==> config.mk <==
export PLATFORM = sky130hd
export DESIGN_NAME = fetch_stage
export DESIGN_NICKNAME = d
export VERILOG_FILES = /design/src/rtl/fetch_stage.sv
export SDC_FILE = /design/constraint.sdc
export NUM_CORES = 1
export LEC_CHECK = 0
export CAP_MARGIN = 10
export CORE_MARGIN = 2
export CORE_UTILIZATION = 30
export DETAILED_ROUTE_END_ITERATION = 10
export GPL_TIMING_DRIVEN = 1
export RECOVER_POWER = 25
export SYNTH_ARGS = -nofsm -noshare
export SYNTH_HDL_FRONTEND = slang
export SYNTH_SLANG_ARGS = --single-unit
==> constraint.sdc <==
create_clock -name clk -period 12.6 [get_ports clk]
set_input_delay 1.26 -clock clk [delete_from_list [all_inputs] [get_ports clk]]
set_output_delay 1.26 -clock clk [all_outputs]
set_load 0.1 [all_outputs]
==> src/rtl/fetch_stage.sv <==
// fetch_stage: instruction-fetch stage of the 16-bit pipelined core.
// Owns the architectural PC, issues ready-handshake instruction-memory
// requests, fills the IF/ID register and absorbs hazard stalls with a
// one-entry skid buffer. Taken-branch redirects from decode either retarget
// the PC at once or, when a request is still outstanding, wait for it to
// complete and discard its data (DROP).
// Optional feature macro: FETCH_HLT_STOP_EN -- stop fetching on a HLT word
// (opcode 4'b1111) and hold in HALT until a redirect or reset.
module fetch_stage #(
  parameter logic [15:0] RESET_PC    = 16'h0000,
  parameter logic [15:0] BUBBLE_INST = 16'h0000
) (
  input  logic        clk,
  input  logic        rst,
  output logic        imem_req,
  output logic [15:0] imem_addr,
  input  logic        imem_rdy,
  input  logic [15:0] imem_data,
  input  logic        redirect_valid,
  input  logic [15:0] redirect_pc,
  input  logic        stall,
  output logic        ifid_valid,
  output logic [15:0] ifid_inst,
  output logic [15:0] ifid_pc,
  output logic [15:0] ifid_pc_plus2,
  output logic        halted
);

  localparam logic [1:0] FETCH = 2'd0;
  localparam logic [1:0] HOLD  = 2'd1;
  localparam logic [1:0] DROP  = 2'd2;
  localparam logic [1:0] HALT  = 2'd3;

`ifdef FETCH_HLT_STOP_EN
  localparam logic HLT_EN = 1'b1;
`else
  localparam logic HLT_EN = 1'b0;
`endif

  logic [1:0]  state_q, state_d;
  logic [15:0] pc_q, pc_d;
  logic [15:0] drop_pc_q, drop_pc_d;
  logic [15:0] skid_inst_q, skid_inst_d;
  logic [15:0] skid_pc_q, skid_pc_d;
  logic        ifid_valid_q, ifid_valid_d;
  logic [15:0] ifid_inst_q, ifid_inst_d;
  logic [15:0] ifid_pc_q, ifid_pc_d;
  logic [15:0] ifid_pc2_q, ifid_pc2_d;
  logic        halted_q, halted_d;

  // HLT opcode detection; always false when the halt feature is compiled out.
  function automatic logic is_hlt(input logic [15:0] word);
    return HLT_EN && (word[15:12] == 4'b1111);
  endfunction

  // Requests are only made in FETCH and DROP. In DROP the PC has not been
  // moved yet, so it still holds the address of the outstanding request.
  assign imem_req  = !rst && ((state_q == FETCH) || (state_q == DROP));
  assign imem_addr = pc_q;

  assign ifid_valid    = ifid_valid_q;
  assign ifid_inst     = ifid_inst_q;
  assign ifid_pc       = ifid_pc_q;
  assign ifid_pc_plus2 = ifid_pc2_q;
  assign halted        = halted_q;

  // Next-state logic: redirect beats stall, stall beats normal flow.
  always_comb begin
    state_d      = state_q;
    pc_d         = pc_q;
    drop_pc_d    = drop_pc_q;
    skid_inst_d  = skid_inst_q;
    skid_pc_d    = skid_pc_q;
    ifid_valid_d = ifid_valid_q;
    ifid_inst_d  = ifid_inst_q;
    ifid_pc_d    = ifid_pc_q;
    ifid_pc2_d   = ifid_pc2_q;
    halted_d     = halted_q;

    if (redirect_valid) begin
      // Flush IF/ID; leaving HOLD implicitly discards the skid entry.
      ifid_valid_d = 1'b0;
      ifid_inst_d  = BUBBLE_INST;
      halted_d     = 1'b0;
      if (((state_q == FETCH) || (state_q == DROP)) && !imem_rdy) begin
        // Outstanding request must finish on its own address first.
        drop_pc_d = redirect_pc;
        state_d   = DROP;
      end else begin
        pc_d    = redirect_pc;
        state_d = FETCH;
      end
    end else begin
      case (state_q)
        FETCH: begin
          if (imem_rdy) begin
            if (!stall) begin
              ifid_valid_d = 1'b1;
              ifid_inst_d  = imem_data;
              ifid_pc_d    = pc_q;
              ifid_pc2_d   = pc_q + 16'd2;
              if (is_hlt(imem_data)) begin
                state_d  = HALT;
                halted_d = 1'b1;
              end else begin
                pc_d = pc_q + 16'd2;
              end
            end else begin
              skid_inst_d = imem_data;
              skid_pc_d   = pc_q;
              pc_d        = pc_q + 16'd2;
              state_d     = HOLD;
            end
          end else if (!stall) begin
            ifid_valid_d = 1'b0;
            ifid_inst_d  = BUBBLE_INST;
          end
        end
        HOLD: begin
          if (!stall) begin
            ifid_valid_d = 1'b1;
            ifid_inst_d  = skid_inst_q;
            ifid_pc_d    = skid_pc_q;
            ifid_pc2_d   = skid_pc_q + 16'd2;
            state_d      = FETCH;
            if (is_hlt(skid_inst_q)) begin
              // PC already advanced at capture time; pull it back to the HLT.
              pc_d     = skid_pc_q;
              state_d  = HALT;
              halted_d = 1'b1;
            end
          end
        end
        DROP: begin
          if (imem_rdy) begin
            pc_d    = drop_pc_q;
            state_d = FETCH;
          end
        end
`ifdef FETCH_HLT_STOP_EN
        HALT: begin
          state_d = HALT;
        end
`endif
        default: state_d = FETCH;
      endcase
    end
  end

  // Control state, PC and IF/ID register with synchronous reset.
  always_ff @(posedge clk) begin
    if (rst) begin
      state_q      <= FETCH;
      pc_q         <= RESET_PC;
      ifid_valid_q <= 1'b0;
      ifid_inst_q  <= BUBBLE_INST;
      ifid_pc_q    <= 16'h0000;
      ifid_pc2_q   <= 16'h0000;
      halted_q     <= 1'b0;
    end else begin
      state_q      <= state_d;
      pc_q         <= pc_d;
      ifid_valid_q <= ifid_valid_d;
      ifid_inst_q  <= ifid_inst_d;
      ifid_pc_q    <= ifid_pc_d;
      ifid_pc2_q   <= ifid_pc2_d;
      halted_q     <= halted_d;
    end
  end

  // Skid buffer and pending redirect target: data only, qualified by state.
  always_ff @(posedge clk) begin
    drop_pc_q   <= drop_pc_d;
    skid_inst_q <= skid_inst_d;
    skid_pc_q   <= skid_pc_d;
  end

endmodule

# Yosys cells after proc, flatten, opt, wreduce, memory -nomap -nowiden
# Index checks and enable logic that the tools add are counted.
[word_totals]
reg_bits = 115
inputBits = 37
output_inout_bits = 67
elab_cells = 68
[op_classes]
add_sub_neg = 2
n_eq_ne = 11
muxes = 29
n_bitwise = 1
reduce_logical = 16
[op_table]
columns = ["cell", "count"]
rows = [
  ["16-bit two-way mux", 14],
  ["16-bit case mux with 2 select lines", 4],
  ["16-bit by 2-bit adder with 16-bit output, second input constant", 2],
  ["3-bit != test, second input constant", 5],
  ["2-bit two-way mux", 6],
  ["4-bit AND reduction", 3],
  ["2-bit != test, second input constant", 4],
  ["2-bit case mux with 3 select lines", 1],
  ["5-bit AND reduction", 1],
  ["2-bit AND reduction", 2],
  ["1-bit two-way mux", 3],
  ["3-bit AND reduction", 1],
  ["3-bit nonzero test", 1],
  ["2-bit by 1-bit equality test with 1-bit output, second input constant", 1],
  ["2-bit equality test, second input constant", 1],
  ["1-bit logical AND", 2],
  ["1-bit zero test", 2],
  ["2-bit zero test", 1],
  ["1-bit case mux with 2 select lines", 1],
  ["2-bit nonzero test", 1],
  ["2-bit OR reduction", 1],
  ["1-bit logical OR", 1],
  ["1-bit NOT", 1],
]

# Longest topological paths before layout
[depth]
word_depth = 5
ltp_mapped = 7
depth_no_buf = 6

# Worst setup path after synthesis
# OpenSTA, ideal clock, no wires.
[synth_path]
kind = "input to register"
start = "in redirect_valid"
end = "reg skid_inst_q[0] (enable)"
setup_time_ns = 0.513
arrival_ns = 5.232
setup_slack_ns = 6.855
path_stages = 4
n_path_buf = 3
path_cell_list = "clkbuf_1 -> buf_1 -> clkbuf_1 -> nor4b_1"
[synth_between]
elab_chain_len = 2
[synth_lines]
columns = ["item", "line", "rtl"]
rows = [
  ["start: declaration", "19", "input logic redirect_valid,"],
  ["1-bit NOT (no line)", "n/a", ""],
  ["4-bit AND reduction (no line)", "n/a", ""],
  ["end signal: assignment", "174", "skid_inst_q <= skid_inst_d;"],
  ["end: declaration", "43", "logic [15:0] skid_inst_q, skid_inst_d;"],
]
# Every way passes these cells.
# A chain may end at the register's enable or synchronous reset.

# Worst setup path in the final report
[layout_path]
start = "in rst"
end = "out imem_req"
[layout_between]
elab_chain_len = 2
[layout_lines]
columns = ["item", "line", "rtl"]
rows = [
  ["start: declaration", "14", "input logic rst,"],
  ["1-bit zero test", "58", "assign imem_req = !rst && ((state_q == FETCH) || (state_q == DROP));"],
  ["1-bit logical AND", "58", ""],
  ["end: declaration", "15", "output logic imem_req,"],
]
# Every way passes these cells.

==> run metrics <==
pwr dens=149.2 nW/um^2; compound-gate portion of the synthesized area=0.1501; startpoint of the worst register-to-register path=state_q[1]; clock latency on the worst-skew pair=0.42 ns; number of nets with antenna violations after routing=0; nets in the synthesized netlist=582; arrival time of data at the critical path endpoint=3.33 ns; reported max-cap violation count=1; count of cell types in the netlist=50; share of layout cells above drive strength 1=0.07176; area growth from synthesis to layout=33.45%; ranking of synthesized cells by area=sky130_fd_sc_hd__edfxtp_1 (28%), sky130_fd_sc_hd__dfxtp_1 (26%), sky130_fd_sc_hd__nand2_1 (6.7%), sky130_fd_sc_hd__a311oi_1 (5.8%), sky130_fd_sc_hd__nor2_1 (5.3%); Bufs on Longest Clock Path=2; number of top-level pins=104; diodes inserted=0; area share of the largest cell type after synthesis=0.2803; kind of end point of the critical path=primary output; FF-to-FF End=ifid_pc[8]; cts bufs inserted=17; r2r worst-path depth=4; failing checks=max-capacitance violations, max-slew violations; die height=134.9 um; unrepaired setup endpoints after global routing=false; critical path startpoint category=primary input; area inside the core boundary=16,640 um^2; Final Net Count=668; leading register cell type out of synthesis=sky130_fd_sc_hd__dfxtp_1; Clk pin slew, worst setup/hold paths=0.05 ns; clock tree from TritonCTS=done; worst slew pin tran=just under 2 ns; cts-stage hold buffer count=0; simple logic cell fraction of the synthesized area=0.2151; number of warnings issued by yosys=0; effective utilization at floorplan=0.3090; clock root cell=sky130_fd_sc_hd__clkbuf_16; depth of the worst hold-timing path=2; largest delay contributor family on the critical path=buffers and inverters; final critical path time including I/O delays and setup=4.593 ns; xor and xnor fraction of the mapped netlist area=0.04088; clock sink total=114; number of instances resized during post-cts repair=0; most common cell type on the critical path=sky130_fd_sc_hd__clkdlybuf4s50_1; number of synthesized flops with an enable pin=48; setup slack, reg-to-reg=10.25 ns; Iteration-0 DRC Markers=269; portion of netlist area occupied by mux cells=0.007786; slowest cell on the critical path=sky130_fd_sc_hd__clkdlybuf4s50_1; worst clock skew=roughly 0.0077 ns; total cell area at the placement stage=6330 um^2; cell taking the most area after synthesis=sky130_fd_sc_hd__edfxtp_1; maximum clock rate=217.7 MHz; Seq/Total Area, Yosys=0.5372; number of register bits inferred by synthesis=between 100 and 150; type of the tightest min-delay check=reg2reg; setup_tns=0 ns; area taken by flip-flops and latches=2763 um^2; cell-by-cell trace of the critical path=clkdlybuf4s50_1 > buf_4 > nor2_1 > clkdlybuf4s50_1; max-slew violation total from the final report=47; Hold Violations, Final=0; number of rows in the core area=47; global routing usage summed across all routing layers=0.1652; setup repair bufs after CTS=0; post-synthesis instance area=5142 um^2; Mean Syn Cell Area=9.470 um^2; initial antenna violation count=0; count of fill cells added during filler insertion=1,617; run status=complete, but fails checks; overall via count from detail_route=4,424; CP Buf/Inv Count=3; Critical Path RT=11.34 ns; share of flip-flops with an asynchronous set or reset after synthesis=0; pin count of the biggest net entering global routing=48; largest stage delay on the critical path=approximately 1.2 ns; worst setup path class=in2out; Clock H-tree levels=4; remaining design rule violation count=0; global placer's final weighted congestion=0.8408; leakage power=0.002300 uW; mean number of vias per cell=just over 5; maximum fanout encountered on the critical timing path=47; final setup violation count=0; overflow left after global routing=0; maximum ir drop on the vdd rail=88.90 uV; gate count after technology mapping=543; Core Util, Final=0.4124; total number of cells along the worst setup path=4; routed wire length per instance=16.90 um; detailed-routing iteration count for the pre-antenna-repair pass=5; worst-case hold path end point=ifid_pc_plus2[1]; beginning of the worst hold path=ifid_pc_plus2[1]; adder and majority cell fraction of the synthesized area=0.004866; area taken by multi-input logic gates=~2200 um^2; detailed-route wire length=between 10,000 and 15,000 um; post-detailed-placement half-perimeter wirelength=10,170 um; largest family of logic cells by synthesized area=simple AND/OR/NAND/NOR gates; number of global-route vias before repair=4,420; relative max-transition margin=-0.3042; horizontal extent of the die=134.9 um; wire length of the first global-routing pass=23,180 um; post-route cell area=~7000 um^2; final clock period utilization by the worst path=0.3645; Die Outline Area=18,200 um^2; number of port buffers=102
==> state kept, by name (all words and copies together), names as in the netlist <==
register and flops:
drop_pc_q 16, ifid_inst 16, ifid_pc 16, ifid_pc_plus2 15, ifid_valid 1, imem_addr 16, skid_inst_q 16, skid_pc_q 16
state_q 2
==> where the power goes <==
part | switching (uW) | internal (uW)
logic | 128 | 46.6
clock network | 157 | 271
registers | 18.3 | 403
==> how the worst max path moves through the flow <==
stage                    from              to  slack, ns
5_1_grt                   rst        imem_req       7.97
4_1_cts                   rst        imem_req       8.03
2_1_floorplan  redirect_valid  skid_inst_q[0]       6.86
6_report                  rst        imem_req       8.01
3_3_place_gp              rst        imem_req       8.02
3_5_place_dp              rst        imem_req       8.06
==> layer usage <==
metal  routed length, um  track usage  part of all wire  vias up
met5                   0            0                 0        -
met4                 293      0.07836             0.020        0
met3                1046      0.04467             0.072       18
met2                6766       0.2614              0.46      164
met1                6447       0.2093              0.44     2100
li1                    -            -                 -     2142
==> tightest hold or removal path: stages (launching register included) <==
cell and delay, ns:
sky130_fd_sc_hd__dfxtp_1 0.30, sky130_fd_sc_hd__nand2_1 0.05, sky130_fd_sc_hd__a21oi_1 0.05
==> Yosys cell counts, types with 2 or more instances <==
cell type	n
sky130_fd_sc_hd__nor3b_1	3
sky130_fd_sc_hd__xor2_1	6
sky130_fd_sc_hd__nand4_2	2
sky130_fd_sc_hd__dfxtp_1	66
sky130_fd_sc_hd__xnor2_1	18
sky130_fd_sc_hd__buf_4	4
sky130_fd_sc_hd__a211o_1	4
sky130_fd_sc_hd__or4_1	3
sky130_fd_sc_hd__ha_1	2
sky130_fd_sc_hd__nor2_1	72
sky130_fd_sc_hd__o21ai_0	12
sky130_fd_sc_hd__a211oi_1	15
sky130_fd_sc_hd__buf_1	4
sky130_fd_sc_hd__a32o_1	3
sky130_fd_sc_hd__edfxtp_1	48
sky130_fd_sc_hd__inv_1	11
sky130_fd_sc_hd__nor2b_1	5
sky130_fd_sc_hd__clkbuf_1	31
sky130_fd_sc_hd__a221o_1	2
sky130_fd_sc_hd__a31o_2	4
sky130_fd_sc_hd__and2_1	2
sky130_fd_sc_hd__mux2i_1	4
sky130_fd_sc_hd__a31oi_1	2
sky130_fd_sc_hd__nand2_1	92
sky130_fd_sc_hd__a21oi_1	15
sky130_fd_sc_hd__a311oi_1	34
sky130_fd_sc_hd__o211ai_1	6
sky130_fd_sc_hd__nand4_1	4
sky130_fd_sc_hd__buf_2	4
sky130_fd_sc_hd__nor4_1	2
sky130_fd_sc_hd__nand2b_1	5
sky130_fd_sc_hd__nor3_1	14
sky130_fd_sc_hd__and3_1	2
sky130_fd_sc_hd__nand3_1	26
==> metrics by stage <==
stage	total power [uW]	hold slack [ns]	setup slack (ns)	std cells
finish	1024	0.4521	8.007	861
global route	1061	0.5044	7.972	861
CTS	1035	0.4549	8.034	860
detailed placement	604.7	0.4480	8.059	829
global placement	601.9	0.4436	8.022	829
floorplan	552.0	0.5149	6.855	543
==> cell type report <==
type | instances | area share
flip-flops and latches | 114 | 0.4026
well taps | 220 | 0.04011
clock inverters | 8 | 0.009298
repair buffers | 110 | 0.1581
inverters | 11 | 0.006016
multi-input cells | 375 | 0.3172
clock buffers | 23 | 0.06673
==> kinds of logic (layout without fill, tap and decap cells) <==
kind of cell	count (synthesis)	in the layout
other	1	1
adders and majority gates	2	2
muxes	4	4
xor gates and xnor gates	24	24
DFF	114	114
buffers and inverters	54	152
AOI/OAI and AO/OA	103	103
and+or+nand+nor	241	241
==> layout by cell type, fill, tap and decap left out, types with 2 or more instances in the layout <==
cell	count
sky130_fd_sc_hd__a31o_2	4
sky130_fd_sc_hd__a31oi_1	2
sky130_fd_sc_hd__dlygate4sd3_1	33
sky130_fd_sc_hd__mux2i_1	4
sky130_fd_sc_hd__xnor2_1	18
sky130_fd_sc_hd__and3_1	2
sky130_fd_sc_hd__o21ai_0	12
sky130_fd_sc_hd__nor2b_1	4
sky130_fd_sc_hd__nor3b_1	3
sky130_fd_sc_hd__clkbuf_1	6
sky130_fd_sc_hd__clkdlybuf4s50_1	69
sky130_fd_sc_hd__inv_1	11
sky130_fd_sc_hd__a211oi_1	15
sky130_fd_sc_hd__clkinv_2	6
sky130_fd_sc_hd__nand2_1	92
sky130_fd_sc_hd__a21oi_1	15
sky130_fd_sc_hd__a32o_1	3
sky130_fd_sc_hd__clkbuf_16	17
sky130_fd_sc_hd__xor2_1	6
sky130_fd_sc_hd__dfxtp_1	66
sky130_fd_sc_hd__nand2b_1	5
sky130_fd_sc_hd__and2_1	2
sky130_fd_sc_hd__nand3_1	26
sky130_fd_sc_hd__nand4_1	4
sky130_fd_sc_hd__or4_1	3
sky130_fd_sc_hd__a211o_1	4
sky130_fd_sc_hd__buf_4	6
sky130_fd_sc_hd__nor2_1	71
sky130_fd_sc_hd__nor3_1	14
sky130_fd_sc_hd__a221o_1	2
sky130_fd_sc_hd__o211ai_1	6
sky130_fd_sc_hd__ha_1	2
sky130_fd_sc_hd__a311oi_1	34
sky130_fd_sc_hd__nand4_2	2
sky130_fd_sc_hd__edfxtp_1	48
sky130_fd_sc_hd__nor4_1	2
Power figures use the tool's default switching activity.
